--- config.mk ---
export PLATFORM = sky130hd
export DESIGN_NAME = gpio_pixel_uart_sink
export DESIGN_NICKNAME = d
export VERILOG_FILES = /design/src/rtl/gpio_pixel_uart_sink.sv
export SDC_FILE = /design/constraint.sdc
export NUM_CORES = 1
export LEC_CHECK = 0
export BUFFER_PORTS_ARGS = -buffer_cell sky130_fd_sc_hd__buf_2
export CAP_MARGIN = 5
export CORE_MARGIN = 10
export CORE_UTILIZATION = 35
export DETAILED_ROUTE_END_ITERATION = 8
export PLACE_DENSITY = 0.53
export SYNTH_ARGS = -nofsm -noshare
export SYNTH_HDL_FRONTEND = slang
export SYNTH_SLANG_ARGS = --single-unit
--- constraint.sdc ---
create_clock -name clk -period 4.85 [get_ports clk]
set_clock_uncertainty 0.1 [all_clocks]
set_input_delay 0.485 -clock clk [delete_from_list [all_inputs] [get_ports clk]]
set_output_delay 0.485 -clock clk [all_outputs]
set_load 0.02 [all_outputs]
--- src/rtl/gpio_pixel_uart_sink.sv ---
// GPIO pixel sink: assembles {R,G,B} from GPIO strobes, queues pixels
// and streams each one as three 8N1 UART bytes (R, G, B).
module gpio_pixel_uart_sink #(
  parameter int CLKS_PER_BIT = 434,
  parameter int FIFO_DEPTH   = 16
) (
  input  logic        clk,
  input  logic        rst_n,
  input  logic [31:0] GPIO,
  input  logic        GPIOEnR,
  input  logic        GPIOEnG,
  input  logic        GPIOEnB,
  input  logic        ovf_clr,
  output logic        tx,
  output logic        busy,
  output logic        fifo_full,
  output logic        overflow,
  output logic [31:0] pixel_count
);

  localparam int AW = $clog2(FIFO_DEPTH);
  localparam int CW = $clog2(CLKS_PER_BIT);
  localparam logic [AW:0] LVL_ONE = 1;
  localparam logic [AW:0] LVL_MAX = FIFO_DEPTH;
  localparam logic [CW-1:0] TICK_ONE = 1;
  localparam logic [CW-1:0] TICK_LAST = CLKS_PER_BIT - 1;

  typedef enum logic [1:0] {
    IDLE,
    START,
    DATA,
    STOP
  } state_t;

  logic [7:0]    r, g, b;
  logic          vr, vg, vb;
  logic          push, pop, accept, drop;
  logic [23:0]   mem [FIFO_DEPTH];
  logic [AW-1:0] wp, rp;
  logic [AW:0]   level;
  state_t        state;
  logic [CW-1:0] tick;
  logic          last;
  logic [2:0]    bit_idx;
  logic [1:0]    byte_idx;
  logic [23:0]   shreg;
  logic          unused_gpio;

  assign unused_gpio = ^GPIO[31:8];

  assign push      = vr & vg & vb;
  assign pop       = (state == IDLE) && (level != '0);
  assign fifo_full = (level == LVL_MAX);
  assign accept    = push & (~fifo_full | pop);
  assign drop      = push & ~accept;
  assign busy      = (state != IDLE) || (level != '0);
  assign last      = (tick == TICK_LAST);

  // Strobes after the flag clear so a same-cycle strobe starts the next pixel.
  always_ff @(posedge clk or negedge rst_n) begin
    if (!rst_n) begin
      r  <= '0;
      g  <= '0;
      b  <= '0;
      vr <= 1'b0;
      vg <= 1'b0;
      vb <= 1'b0;
    end else begin
      if (push) begin
        vr <= 1'b0;
        vg <= 1'b0;
        vb <= 1'b0;
      end
      if (GPIOEnR) begin
        r  <= GPIO[7:0];
        vr <= 1'b1;
      end
      if (GPIOEnG) begin
        g  <= GPIO[7:0];
        vg <= 1'b1;
      end
      if (GPIOEnB) begin
        b  <= GPIO[7:0];
        vb <= 1'b1;
      end
    end
  end

  always_ff @(posedge clk) begin
    if (accept) mem[wp] <= {r, g, b};
  end

  always_ff @(posedge clk or negedge rst_n) begin
    if (!rst_n) begin
      wp          <= '0;
      rp          <= '0;
      level       <= '0;
      overflow    <= 1'b0;
      pixel_count <= '0;
    end else begin
      if (accept) begin
        wp          <= wp + 1'b1;
        pixel_count <= pixel_count + 32'd1;
      end
      if (pop) rp <= rp + 1'b1;
      if (accept && !pop) level <= level + LVL_ONE;
      else if (!accept && pop) level <= level - LVL_ONE;
      if (drop) overflow <= 1'b1;
      else if (ovf_clr) overflow <= 1'b0;
    end
  end

  // The current byte always sits in shreg[23:16]; it shifts right per bit.
  always_ff @(posedge clk or negedge rst_n) begin
    if (!rst_n) begin
      state    <= IDLE;
      tx       <= 1'b1;
      tick     <= '0;
      bit_idx  <= '0;
      byte_idx <= '0;
      shreg    <= '0;
    end else begin
      unique case (state)
        IDLE: begin
          tx   <= 1'b1;
          tick <= '0;
          if (pop) begin
            shreg    <= mem[rp];
            byte_idx <= '0;
            tx       <= 1'b0;
            state    <= START;
          end
        end
        START: begin
          if (last) begin
            tick          <= '0;
            bit_idx       <= '0;
            tx            <= shreg[16];
            shreg[23:16]  <= {1'b0, shreg[23:17]};
            state         <= DATA;
          end else begin
            tick <= tick + TICK_ONE;
          end
        end
        DATA: begin
          if (last) begin
            tick <= '0;
            if (bit_idx == 3'd7) begin
              tx    <= 1'b1;
              state <= STOP;
            end else begin
              bit_idx      <= bit_idx + 3'd1;
              tx           <= shreg[16];
              shreg[23:16] <= {1'b0, shreg[23:17]};
            end
          end else begin
            tick <= tick + TICK_ONE;
          end
        end
        STOP: begin
          if (last) begin
            tick <= '0;
            if (byte_idx == 2'd2) begin
              state <= IDLE;
            end else begin
              byte_idx <= byte_idx + 2'd1;
              shreg    <= {shreg[15:0], 8'h00};
              tx       <= 1'b0;
              state    <= START;
            end
          end else begin
            tick <= tick + TICK_ONE;
          end
        end
        default: state <= IDLE;
      endcase
    end
  end

endmodule
==> flow_summary.yaml, run 1 <==
run_status:
  outcome: "finished clean"
detailed_routing:
  drt_first_pass_iters: 5
  drcViolationCount: 0
  viasPerCell: 5.136
  num_vias: 10123
  wire_per_inst_um: 23.13
  drtAntennaViolNets: 0
  drt_first_iter_violations: 709
  drt_wl_total_mm: 45.59
final_layout:
  drive_gt1_share_pct: 23.47
  fin_cells: 1971
  seqCellArea_um2: 14390
  final.fill_count: 5063
  fin_nets: 1239
  area_growth_syn_to_layout_pct: 14.99
  insertedDiodeCount: 0
  multi_input_area_um2: 5171
critical_path:
  cp_slowest_cell: "dfrtp_1"
  r2r_start: "state[0]$_DFFE_PN0P_"
  critPathRequiredTime_ns: 5.27
  critPathCaptureType: "register"
  path_max_fanout: 6
  startpoint_type: "register"
  r2r-end: "level[4]$_DFFE_PN0P_"
  rr_worst_depth: 13
  crit_buf_inv: 4
  cpPeakStageDelay_ns: 0.43
  crit_chain: "inv_1, ha_1, inv_1, a21oi_1, inv_1, ha_1, inv_1, ha_1, nor2b_1, o21a_1, or3_1, a21oi_1, xnor2_1"
  ff2ff_setup_slack_ns: 1.61
  critPathKind: "register to register"
  cp.arrival_ns: 3.66
  path_common_cell: "inv_1"
  path_delay_family: "compound AO/OA/AOI/OAI gates"
cts:
  post_cts_resized: 0
  cts_root_buffer: "clkbuf_16"
  htree_levels: 2
  clk_path_buf_depth: 3
  insertion_delay_ns: 0.61
  clk_pin_slew_worst_paths_ns: 0.06
  cts_buffers: 52
  cts_sinks: 498
  cts_tree: "done"
synth:
  synth-main-ff-cell: "edfxtp_1"
  synth_top_family_by_area: "multiplexers"
  synth_edf_count: 384
  ys_types: 58
  synth_area_leaders: "edfxtp_1, dfrtp_1, mux4_2"
  synth.area.mux_share_pct: 12.60
  yosysWarnings: 0
  synthTopCellsByCount: "edfxtp_1, dfrtp_1, mux4_2"
  synthAdderAreaFrac_pct: 1.369
  yosys.area_share.simple_pct: 4.367
  synth-seq-cells: 498
  synth_xor_area_share_pct: 2.167
  yosysTopAreaCell: "edfxtp_1"
  synth_compound_area_share_pct: 5.108
  yosysTopAreaCellShare_pct: 58.41
  avgSynthCellArea_um2: 17.87
  ys_seq_area_share_pct: 72.86
  ys_async_sr_fraction_pct: 22.89
  synth_cells: 1105
  syn_area_um2: 19740
  syn-num-nets: 1164
  synth_most_common_cell: "edfxtp_1"
sta:
  hold_violations: 0
  drv_slew: 0
  min_period_over_period_pct: 66.74
  worst_pin_slew_ns: 1.153
  finalSetupTns_ns: 0
  relSlewSlack_pct: 22.96
  setup_viol: 0
  rsz0062_at_grt: "no"
  layout_setup_ws_ns: 1.613
  timing.fmax_mhz: 308.9
  min_period_ns: 3.237
  hold_ws_ns: 0.1215
global_routing:
  busiest_layer: "met2"
  grt_max_degree: 70
  use_met3_pct: 2.368
  grt_first_pass_wirelength_mm: 68.40
  grt_overflow: 0
  antenna_found_initial: 0
  track_usage_pct: 13.69
  grt_util_met1_pct: 18.74
  use_met2_pct: 22.02
  grt_pass1_vias: 10514
placement:
  dp_cells: 1872
  numPortBuffers: 49
  hpwl_mm: 26.12
  routabilityCongestion: 0.7618
  post-place-ws_ns: 1.600
floorplan:
  num_io_pins: 74
  die_w_um: 257.5
  start_util_pct: 35.56
  die_area_um2: 66310
  fp.coreArea_um2: 55520
  die_h_um: 257.5
  rows: 86
min_path:
  worst_hold_path_type: "input port to register"
  hold_start: "GPIO[6]"
  hold-path-endpoint: "r[6]$_DFFE_PN0P_"
  whs_path_depth: 2
flow_run:
  cap_violations: 0
power:
  leakage_nw: 7.903
  p_per_area_nw_per_um2: 572.3
  vdd_drop_max_mv: 0.3037
## sequential cells by signal, indices dropped and copies added (netlist names), 5 cells and up
name         cells
tick             9
g                8
mem            384
shreg           24
b                8
level            5
r                8
pixel_count     32
## cells by family (layout without fill, tap and decap cells)
| logic type | after synthesis | count (layout) |
|---|---|---|
| adder cells (fa/ha/maj) | 21 | 21 |
| buffers and inverters | 68 | 186 |
| flip-flops | 498 | 498 |
| AO/OA/AOI/OAI | 149 | 149 |
| XOR/XNOR | 48 | 48 |
| multiplexers | 145 | 145 |
| AND/OR/NAND/NOR | 176 | 176 |
## routing by layer
layer | wire length, um | up-vias
met1 | 20390 | 5296
met2 | 21780 | 259
li1 | - | 4510
met3 | 2553 | 58
met5 | 0 | -
met4 | 877 | 0
## metrics by stage
stage	util [%]	total power [mW]	area, um^2
finish	40.89	12.99	22700
global route	40.89	13.70	22700
CTS	40.89	13.16	22700
detailed placement	37.84	9.232	21010
global placement	37.84	9.184	21010
floorplan	-	8.042	19740
## cells in the final DEF (no fill, tap or decap), types with 4 or more instances in the layout
master and n:
nor2_1 33, clkinv_1 7, xor2_1 13, clkbuf_1 14
o21ai_0 24, clkbuf_8 6, nand4_1 11, clkinv_2 11
o22ai_1 8, buf_4 20, ha_1 20, a21oi_1 40
buf_2 48, nor2_4 12, nand2b_1 6, nand2_1 53
and3_1 4, mux4_2 80, dfrtp_1 110, edfxtp_1 384
a22oi_1 24, a221oi_1 8, mux2i_1 37, and4_1 4
inv_1 16, clkbuf_16 52, xnor2_1 34, nor2b_1 10
mux2_2 28, a211oi_1 4, a22o_1 20, nor3_2 4
nand3_1 19
## worst max path at each step
| stage | cells after the start | to | from | slack, ns |
|---|---|---|---|---|
| after floorplan | 8 | mem[0][0]$_DFFE_PP_ | state[0]$_DFFE_PN0P_ | 0.86 |
| after global placement | 11 | level[4]$_DFFE_PN0P_ | level[0]$_DFFE_PN0P_ | 1.64 |
| after detailed placement | 11 | level[4]$_DFFE_PN0P_ | level[0]$_DFFE_PN0P_ | 1.60 |
| after CTS | 11 | level[4]$_DFFE_PN0P_ | level[0]$_DFFE_PN0P_ | 1.58 |
| after global routing | 11 | level[4]$_DFFE_PN0P_ | level[0]$_DFFE_PN0P_ | 1.22 |
| final | 13 | level[4]$_DFFE_PN0P_ | state[0]$_DFFE_PN0P_ | 1.61 |
## timing repair
item	CTS	global route
setup endpoints to repair	0	0
hold buffers	2	0
endpoints found under the hold margin	68	0
buffers inserted	0	0
## where the power goes
part	switching, mW	internal (mW)	total (mW)
clock network	1.67	2.24	3.91
registers	0.541	5.14	5.68
logic	1.93	1.48	3.40
## area by class of cell
class,count,share of cell area [%]
clock inverter,25,1.047
clock buffer,72,6.327
tap,748,4.122
multi-input combinational,539,22.78
inverter,16,0.2645
timing repair buffer,73,2.072
sequential,498,63.39
Note: power is estimated with default switching activity, not from simulation.
==> inputs of run 2 (changes only) <==
Clock period 4.85 ns to 3 ns, I/O delays scaled along.
==> flow_summary.yaml, run 2 (synthesis gave the netlist of run 1 again) <==
power:
  p_per_area_nw_per_um2: 923.3
  leakage_nw: 8.117
  vdd_drop_max_mv: 0.5927
  power_mw: 21.36
run_status:
  outcome: "finished clean"
sta:
  rsz0062_at_grt: "no"
  worst_pin_slew_ns: 1.144
  relSlewSlack_pct: 23.53
  layout_setup_ws_ns: 0.1469
  hold_violations: 0
  min_period_over_period_pct: 95.10
  finalSetupTns_ns: 0
  timing.fmax_mhz: 350.5
  drv_slew: 0
  setup_viol: 0
  min_period_ns: 2.853
detailed_routing:
  drcViolationCount: 0
  drt_first_pass_iters: 5
  drt_first_iter_violations: 825
  drtAntennaViolNets: 0
  num_vias: 10287
  wire_per_inst_um: 23.14
  viasPerCell: 5.113
  drt_wl_total_mm: 46.56
cts:
  htree_levels: 2
  cts_root_buffer: "clkbuf_16"
  insertion_delay_ns: 0.60
  cts_tree: "done"
  cts_buffers: 50
  cts_sinks: 498
  clk_pin_slew_worst_paths_ns: 0.06
  clk_path_buf_depth: 3
placement:
  routabilityCongestion: 0.7521
  dp_cells: 1906
  post-place-ws_ns: 0.08338
  numPortBuffers: 49
  hpwl_mm: 27.92
critical_path:
  cp.arrival_ns: 3.27
  critPathRequiredTime_ns: 3.41
  cp_slowest_cell: "or4_4"
  critPathKind: "register to register"
  critPathCaptureType: "register"
  path_max_fanout: 6
  crit_chain: "or4_4, nor2_4, a21oi_4, ha_2, inv_2, ha_1, nor2b_1, o21a_1, or3_1, a21oi_2, xnor2_1"
  crit_buf_inv: 1
  startpoint_type: "register"
  path_delay_family: "simple AND/OR/NAND/NOR gates"
  cpPeakStageDelay_ns: 0.57
global_routing:
  track_usage_pct: 13.96
  antenna_found_initial: 1
  grt_max_degree: 50
  grt_first_pass_wirelength_mm: 69.80
  grt_pass1_vias: 10641
  grt_overflow: 0
min_path:
  worst_hold_path_type: "input port to register"
floorplan:
  num_io_pins: 74
  die_h_um: 257.5
  fp.coreArea_um2: 55520
  rows: 86
  die_w_um: 257.5
  die_area_um2: 66310
  start_util_pct: 35.56
final_layout:
  mostFrequentLayoutCell: "edfxtp_1"
  largest_registers: "mem (384), pixel_count (32), shreg (24)"
  regMostFlops: "mem"
  fin_cells: 2012
  insertedDiodeCount: 0
  largest_reg_flops: 384
  area_growth_syn_to_layout_pct: 17.19
  fin_nets: 1282
  layout_common_cells: "edfxtp_1, dfrtp_1, mux4_2, nand2_1"
  final.fill_count: 5032
  drive_gt1_share_pct: 26.19
  final_util_pct: 41.67
flow_run:
  cap_violations: 0
==> run 2: changes by cell type in the layout (fill, tap and decap cells not counted), sizes merged <==
| cell | change |
|---|---|
| buf | +37 |
| dlygate4sd3 | +8 |
| clkbuf | -3 |
| clkinv | -1 |
| clkinvlp | +1 |
| inv | -1 |
==> run 2: per-stage QoR <==
| step | hold slack [ns] | area, um^2 |
|---|---|---|
| 4_1_cts | 0.03999 | 23100 |
| 5_1_grt | 0.04263 | 23140 |
| 6_report | 0.07334 | 23140 |
| 3_5_place_dp | 0.2759 | 21400 |
| 2_1_floorplan | -0.09559 | 19820 |
| 3_3_place_gp | 0.2827 | 21400 |
==> run 2: timing repair <==
| item | in CTS | in global routing |
|---|---|---|
| endpoints found under the setup margin | 0 | 1 |
| hold endpoints to repair | 71 | 0 |
| setup buffers | 0 | 3 |
| resized for setup | 0 | 2 |
| hold buffers | 10 | 0 |
==> run 2: layer usage <==
metal	track usage [%]	routed length [um]	part of all wire, %	vias up
li1	-	-	-	4597
met5	0	20	0.043	-
met3	2.848	2237	4.8	53
met1	18.68	20790	45	5433
met4	2.794	588	1.3	2
met2	23.23	22920	49	202
==> run 2: worst register-to-register path, delay by kind of cell, from the launching register on <==
kind,cells,cell delay (ns)
buffers and inverters,1,0.09
adders and majority gates,2,0.47
DFF,1,0.40
and+or+nand+nor,4,1.16
AOI/OAI and AO/OA,3,0.43
xor gates and xnor gates,1,0.13
==> run 2: report_power, final <==
| part | switching, mW | total [mW] | internal, mW |
|---|---|---|---|
| sequential | 0.698 | 9.02 | 8.32 |
| clock | 2.65 | 6.13 | 3.48 |
| combinational | 3.44 | 6.21 | 2.77 |
| total | 6.79 | 21.4 | 14.6 |
==> run 2: cell type report <==
class | count | area (um^2) | share of cell area, %
Inverter | 16 | 60.06 | 0.2596
Clock buffer | 69 | 1373 | 5.932
Sequential cell | 498 | 14390 | 62.20
Multi-Input combinational cell | 539 | 5230 | 22.60
Clock inverter | 24 | 231.5 | 1.000
Timing Repair Buffer | 118 | 915.9 | 3.958
Tap cell | 748 | 935.9 | 4.045
==> run 2: worst paths after layout <==
| check | slack, ns | from | cells past startpoint | end |
|---|---|---|---|---|
| max in group asynchronous | 1.80 | rst_n | 3 | vr$_DFFE_PN0P_ |
| min in group asynchronous | 0.21 | rst_n | 2 | pixel_count[28]$_DFFE_PN0P_ |
| setup reg to reg | 0.15 | level[1]$_DFFE_PN0P_ | 11 | level[4]$_DFFE_PN0P_ |
| setup / recovery | 0.15 | level[1]$_DFFE_PN0P_ | 11 | level[4]$_DFFE_PN0P_ |
| hold / removal | 0.07 | GPIOEnR | 2 | vr$_DFFE_PN0P_ |
| hold reg to reg | 0.37 | pixel_count[31]$_DFFE_PN0P_ | 1 | pixel_count[31]$_DFFE_PN0P_ |
